`src/rtl/div_serial_check.sv`:
```
// Serial MSB-first divisibility checker: result WIDTH+1 cycles after start accept, ready low while shifting.
// Optional remainder output is enabled by defining DIVSER_REM_OUT_EN.
module div_serial_check #(
   parameter int WIDTH = 8,
   parameter int DIV   = 3
) (
   input  logic             clk,
   input  logic             rst,
   input  logic             start,
   input  logic [WIDTH-1:0] data_in,
   output logic             ready,
   output logic             done,
   output logic             divisible
`ifdef DIVSER_REM_OUT_EN
   ,
   output logic [$clog2(DIV)-1:0] remainder
`endif
);

   localparam int RW = $clog2(DIV);
   localparam int CW = (WIDTH > 1) ? $clog2(WIDTH) : 1;
   localparam logic [CW-1:0] LAST = CW'(WIDTH - 1);
   localparam logic [RW:0] DIV_W = DIV[RW:0];

   generate
      if (DIV < 2 || DIV > 255 || WIDTH < 1 || WIDTH > 32) begin : g_bad_param
         $error("div_serial_check: illegal WIDTH or DIV parameter");
      end
   endgenerate

   typedef enum logic [1:0] {S_IDLE, S_SHIFT, S_DONE} state_t;

   state_t           r_state;
   state_t           w_next;
   logic [WIDTH-1:0] r_shift;
   logic [RW-1:0]    r_rem;
   logic [CW-1:0]    r_cnt;
   logic             r_divisible;
   logic             w_accept;
   logic             w_last;
   logic [RW:0]      w_t;
   logic [RW-1:0]    w_r_next;

   assign w_accept = start && (r_state != S_SHIFT);
   assign w_last   = (r_cnt == LAST);

   // r < DIV always holds, so 2r+b < 2*DIV and one subtraction reduces it
   assign w_t      = {r_rem, r_shift[WIDTH-1]};
   assign w_r_next = (w_t >= DIV_W) ? RW'(w_t - DIV_W) : w_t[RW-1:0];

   always_ff @(posedge clk) begin
      if (rst) begin
         r_state <= S_IDLE;
      end else begin
         r_state <= w_next;
      end
   end

   always_comb begin
      w_next = r_state;
      ready  = 1'b1;
      done   = 1'b0;
      case (r_state)
         S_IDLE: begin
            if (start) w_next = S_SHIFT;
         end
         S_SHIFT: begin
            ready = 1'b0;
            if (w_last) w_next = S_DONE;
         end
         S_DONE: begin
            done   = 1'b1;
            w_next = start ? S_SHIFT : S_IDLE;
         end
         default: w_next = S_IDLE;
      endcase
   end

   always_ff @(posedge clk) begin
      if (rst) begin
         r_shift     <= '0;
         r_rem       <= '0;
         r_cnt       <= '0;
         r_divisible <= 1'b0;
`ifdef DIVSER_REM_OUT_EN
         remainder   <= '0;
`endif
      end else if (w_accept) begin
         r_shift <= data_in;
         r_rem   <= '0;
         r_cnt   <= '0;
      end else if (r_state == S_SHIFT) begin
         r_shift <= r_shift << 1;
         r_rem   <= w_r_next;
         r_cnt   <= r_cnt + 1'b1;
         // results only move on the edge that enters DONE
         if (w_last) begin
            r_divisible <= (w_r_next == '0);
`ifdef DIVSER_REM_OUT_EN
            remainder   <= w_r_next;
`endif
         end
      end
   end

   assign divisible = r_divisible;

endmodule
```
`config.mk`:
```
export PLATFORM = sky130hd
export DESIGN_NAME = div_serial_check
export DESIGN_NICKNAME = d
export VERILOG_FILES = /design/src/rtl/div_serial_check.sv
export SDC_FILE = /design/constraint.sdc
export NUM_CORES = 1
export LEC_CHECK = 0
export CAP_MARGIN = 20
export CELL_PAD_IN_SITES_DETAIL_PLACEMENT = 1
export CELL_PAD_IN_SITES_GLOBAL_PLACEMENT = 2
export CORE_MARGIN = 1
export CORE_UTILIZATION = 30
export CTS_CLUSTER_SIZE = 40
export DETAILED_ROUTE_END_ITERATION = 10
export PLACE_DENSITY_LB_ADDON = 0.08
export RECOVER_POWER = 100
export SLEW_MARGIN = 10
export SYNTH_ARGS = -nofsm -noshare
export SYNTH_HDL_FRONTEND = slang
export SYNTH_SLANG_ARGS = --single-unit
```
`constraint.sdc`:
```
create_clock -name clk -period 1.9 [get_ports clk]
set_input_delay 0.285 -clock clk [delete_from_list [all_inputs] [get_ports clk]]
set_output_delay 0.285 -clock clk [all_outputs]
set_load 0.02 [all_outputs]
```
Word-level counts from Yosys, hierarchy flattened
Index checks and enable logic that the tools add are counted.
Widths: inputs -> output; s select.
{ "classes": {"n_addsub": 2, "n_lt_le_gt_ge": 1, "eq_ne": 6, "n_mux": 9, "bitwise_logic": 1, "reduce_logical": 7} }
{ "ops": {"columns": ["op", "n"], "rows": [
  ["$mux 8", 2],
  ["$mux 2", 3],
  ["$pmux 2 s3", 1],
  ["$logic_not 2->1", 2],
  ["$ne 2x2->1 const B", 2],
  ["$add 3x1->3 const B", 1],
  ["$eq 3x3->1 const B", 1],
  ["$ge 3x2->1 const B", 1],
  ["$mux 1", 3],
  ["$reduce_and 3->1", 1],
  ["$eq 2x1->1 const B", 1],
  ["$eq 2x2->1 const B", 1],
  ["$ne 2x1->1 const B", 1],
  ["$reduce_and 2->1", 1],
  ["$reduce_bool 2->1", 1],
  ["$reduce_or 2->1", 1],
  ["$sub 2x2->2 const B", 1],
  ["$logic_and 1x1->1", 1],
  ["$not 1->1", 1]
]} }
{ "totals": {"register_bits": 16, "in_bits": 11} }

Longest topological paths before layout
{ "logic_depth": {"depth_word": 4, "depth_mapped": 6, "mapped_depth_nobuf": 4} }

Least setup slack after synthesis
No wires, ideal clock.
{ "synth_path": {"path_kind": "register to register", "from": "register r_shift[7]", "to": "register r_divisible, in the netlist divisible", "setup_ns": 0.088, "arrival_time_ns": 1.425, "t_required_ns": 1.812, "setup_slack_ns": 0.387, "stages_incl_launch_ff": 5, "n_path_buf": 0, "synth_period_minus_slack_ns": 1.513, "cell_sequence": "dfxtp_1 -> ha_1 -> or3_4 -> mux2_4 -> a311oi_2"} }
{ "synth_between": {"elab_chain_cells": 3} }
{ "synth_rtl": {"columns": ["item", "line_no", "rtl"], "rows": [
  ["start, declared", "35", "logic [WIDTH-1:0] r_shift;"],
  ["start signal, assigned", "89", "r_shift <= data_in;"],
  ["start signal, assigned", "93", "r_shift <= r_shift << 1;"],
  ["$ge 3x2->1 or $sub 2x2->2 (tied branches)", "49", "assign w_r_next = (w_t >= DIV_W) ? RW'(w_t - DIV_W) : w_t[RW-1:0];"],
  ["$mux 2 (*)", "49", null],
  ["$logic_not 2->1 (*)", "98", "r_divisible <= (w_r_next == '0);"],
  ["end signal, assigned", "98", null],
  ["end, declared", "38", "logic r_divisible;"]
]} }
Mark *: on every way between the ends. The rest lies on a longest branch, timed or not.
A chain may end at the register's enable or synchronous reset.

Worst setup path in the final report
{ "layout_path": {"from": "register r_state[0]", "to": "output ready"} }
{ "layout_between": {"elab_chain_cells": 2} }
{ "layout_rtl": {"columns": ["item", "line_no", "rtl"], "rows": [
  ["start, declared", "33", "state_t r_state;"],
  ["start signal, assigned", "55", "r_state <= w_next;"],
  ["$eq 2x1->1", "63", "case (r_state)"],
  ["$mux 1", "63", null],
  ["end, declared", "11", "output logic ready,"]
]} }
Every way passes these cells.

==> flow_metrics.env <==
export IMPL_outcome="finished clean"
export IMPL_required_ns=1.62
export IMPL_drt_initial_drc_count=2
export IMPL_synthCells=77
export IMPL_cpLargestDelayFamily="buffers and inverters"
export IMPL_post_place_ws_ns=0.312
export IMPL_cts_root_buf="clkbuf_4"
export IMPL_cp_buffers_inverters=2
export IMPL_grt_pass1_wl_um=2800
export IMPL_hp_start="r_cnt[1]"
export IMPL_p_sw_share_pct=25.4
export IMPL_area_growth_synth_to_final_pct=26.8
export IMPL_crit_arrival_ns=1.48
export IMPL_wl_met2_um=698
export IMPL_period_needed_ns=1.76
export IMPL_skew_ns=0.00206
export IMPL_max_freq_mhz=567
export IMPL_grt_overflow=0
export IMPL_yosys_warnings=0
export IMPL_post_cts_setup_buffers=0
export IMPL_r2r_start="r_shift[7]"
export IMPL_finalHoldViolCount=0
export IMPL_fin_setup_tns_ns=0
export IMPL_pwr_share_clk_pct=31.8
export IMPL_antenna_cells=0
export IMPL_grt_total_usage_pct=14.6
export IMPL_finalCritPeriodShare_pct=92.8
export IMPL_firstDrtPassIters=4
export IMPL_wl_met1_um=762
export IMPL_maxCapViolCount=0
export IMPL_routabilityCongestion=0.685
export IMPL_setup_viol=0
export IMPL_clkSinkCount=16
export IMPL_ioPinCount=14
export IMPL_die_w_um=51.4
export IMPL_yosys_top_cells_area="dfxtp_1 (44%), mux2i_1 (11%), a211oi_1 (7.2%)"
export IMPL_cp_slowest_cell="clkdlybuf4s50_1"
export IMPL_ctsLongestPathBuffers=2
export IMPL_worstSetupPathType="reg2out"
export IMPL_leakage_nw=0.391
export IMPL_power_density_mw_per_mm2=773
export IMPL_dieArea_mm2=0.00265
export IMPL_drc_errors=0
export IMPL_htreeDepth=1
export IMPL_routed_wl_um=1540
export IMPL_path_max_fanout=3
export IMPL_numPortBuffers=13
export IMPL_rsz0062_at_grt="no"
export IMPL_min_path_type="reg2reg"
export IMPL_clk_latency_ns=0.29
export IMPL_cts_buffers=3
export IMPL_highest_layer="met4"
export IMPL_synth_top_area_share_pct=43.7
export IMPL_synth_area_leader_cell="dfxtp_1"
export IMPL_wire_per_inst_um=12.7
export IMPL_clk_pin_slew_ns=0.10
export IMPL_grt_max_degree=20
export IMPL_wl_met3_um=59
export IMPL_dp_hpwl_um=1120
export IMPL_relSlewSlack_pct=54.2
export IMPL_ant_nets=0
export IMPL_internal_power_uw=536
export IMPL_fp_dieH_um=51.4
export IMPL_yosysSeqAreaShare_pct=43.7
export IMPL_cts_tree="built"
export IMPL_final_cell_mix="dfxtp_1 (16), nor2_1 (11), clkdlybuf4s50_1 (10), mux2i_1 (8), a211oi_1 (7)"
export IMPL_drv_slew=0
export IMPL_syn_area_um2=733
export IMPL_net_switching_power_uw=183
export IMPL_p_comb_share_pct=16.7
export IMPL_rows=17
export IMPL_start_util_pct=32.5
export IMPL_synth_cell_type_count=23
export IMPL_drive_gt1_share_pct=9.68
export IMPL_p_seq_share_pct=51.5
export IMPL_startpoint="r_state[0]"
export IMPL_routed_via_density=4.89
export IMPL_critical_path_max_stage_delay_ns=0.54
export IMPL_layout_nets=108
export IMPL_start_kind="register"
export IMPL_num_vias=592
export IMPL_antenna_found_initial=0
export IMPL_coreArea_mm2=0.00225
export IMPL_final_common_cell="dfxtp_1"
export IMPL_cts_resized_gates=0
export IMPL_synth_seq_cells=16
export IMPL_syn_num_nets=91
export IMPL_syn_area_per_cell_um2=9.52
export IMPL_worst_pin_slew_ns=0.688
export IMPL_worstPathCellList="nor2b_1, inv_1, clkdlybuf4s50_1"
export IMPL_hold_buffers=0
export IMPL_worst_slack_ns=0.136
export IMPL_vdd_ir_drop_max_uv=330
export IMPL_first_global_vias=602
export IMPL_endpoint_kind="primary output"
[synth_stat cells]
cell type  instances
a311oi_2           1
mux2_4             1
nand2b_1           1
a211oi_1           7
inv_1              2
or3_4              1
dfxtp_1           16
nor3_1             4
xnor2_1            1
o21ai_0            1
buf_2              4
ha_1               3
a21o_1             1
a311oi_1           1
buf_1              1
a21oi_1            3
a2bb2oi_1          1
mux2i_1            8
nor2b_1            2
or4b_1             1
nor2_1            11
nand2_1            5
o21bai_1           1
[kinds of logic after synthesis]
family                     Yosys count  synth area share [%]
and+or+nand+nor                     25                  16.4
AOI/OAI and AO/OA                   16                  16.4
DFF                                 16                  43.7
muxes                                9                  13.0
buffers and inverters                7                  4.27
adders and majority gates            3                  5.12
xor gates and xnor gates             1                  1.19
[metrics by stage]
stage / hold WS, ns / instance area [µm²] / power [mW] / instances / utilization, %
4_1_cts: 0.467 / 941 / 0.735 / 121 / 41.7
5_1_grt: 0.497 / 930 / 0.767 / 121 / 41.2
6_report: 0.463 / 930 / 0.719 / 121 / 41.2
3_3_place_gp: 0.457 / 905 / 0.501 / 117 / 40.1
3_5_place_dp: 0.454 / 905 / 0.504 / 117 / 40.1
2_1_floorplan: 0.353 / 733 / 0.455 / 77 / -
[layer usage]
metal,vias to the layer above,GRT usage [%]
li1,307,-
met1,272,20.1
met2,11,21.4
met3,2,2.98
met4,0,6.76
met5,-,0
[power groups by stage]
stage          clock [mW]  combinational, mW  sequential, mW
3_3_place_gp            0              0.124           0.377
2_1_floorplan           0             0.0810           0.374
5_1_grt             0.258              0.135           0.373
4_1_cts             0.238              0.126           0.371
3_5_place_dp            0              0.126           0.378
6_report            0.229              0.120           0.370
[tightest hold or removal path, stage by stage (launching register included)]
cell and delay [ns]:
dfxtp_1 0.32, nand2_1 0.05, a21oi_1 0.05
[worst paths after layout]
path,depth (start not counted),slack [ns],end
worst max-delay path,3,0.14,ready
worst min-delay path,2,0.46,r_cnt[1]
worst max register to register,4,0.28,divisible
worst min register to register,2,0.46,r_cnt[1]
[sequential cells by signal (all words and copies together) (netlist names)]
register / count
r_state: 2
r_rem: 2
r_shift: 8
r_cnt: 3
divisible: 1
[area by class of cell]
cell class              count  area [µm²]
clock buffers               4        36.3
fillers                   287        1330
well taps                  28        35.0
multi-input cells          54         377
inverters                   2        7.51
repair buffers             17         154
flip-flops and latches     16         320
Power figures use the tool's default switching activity.
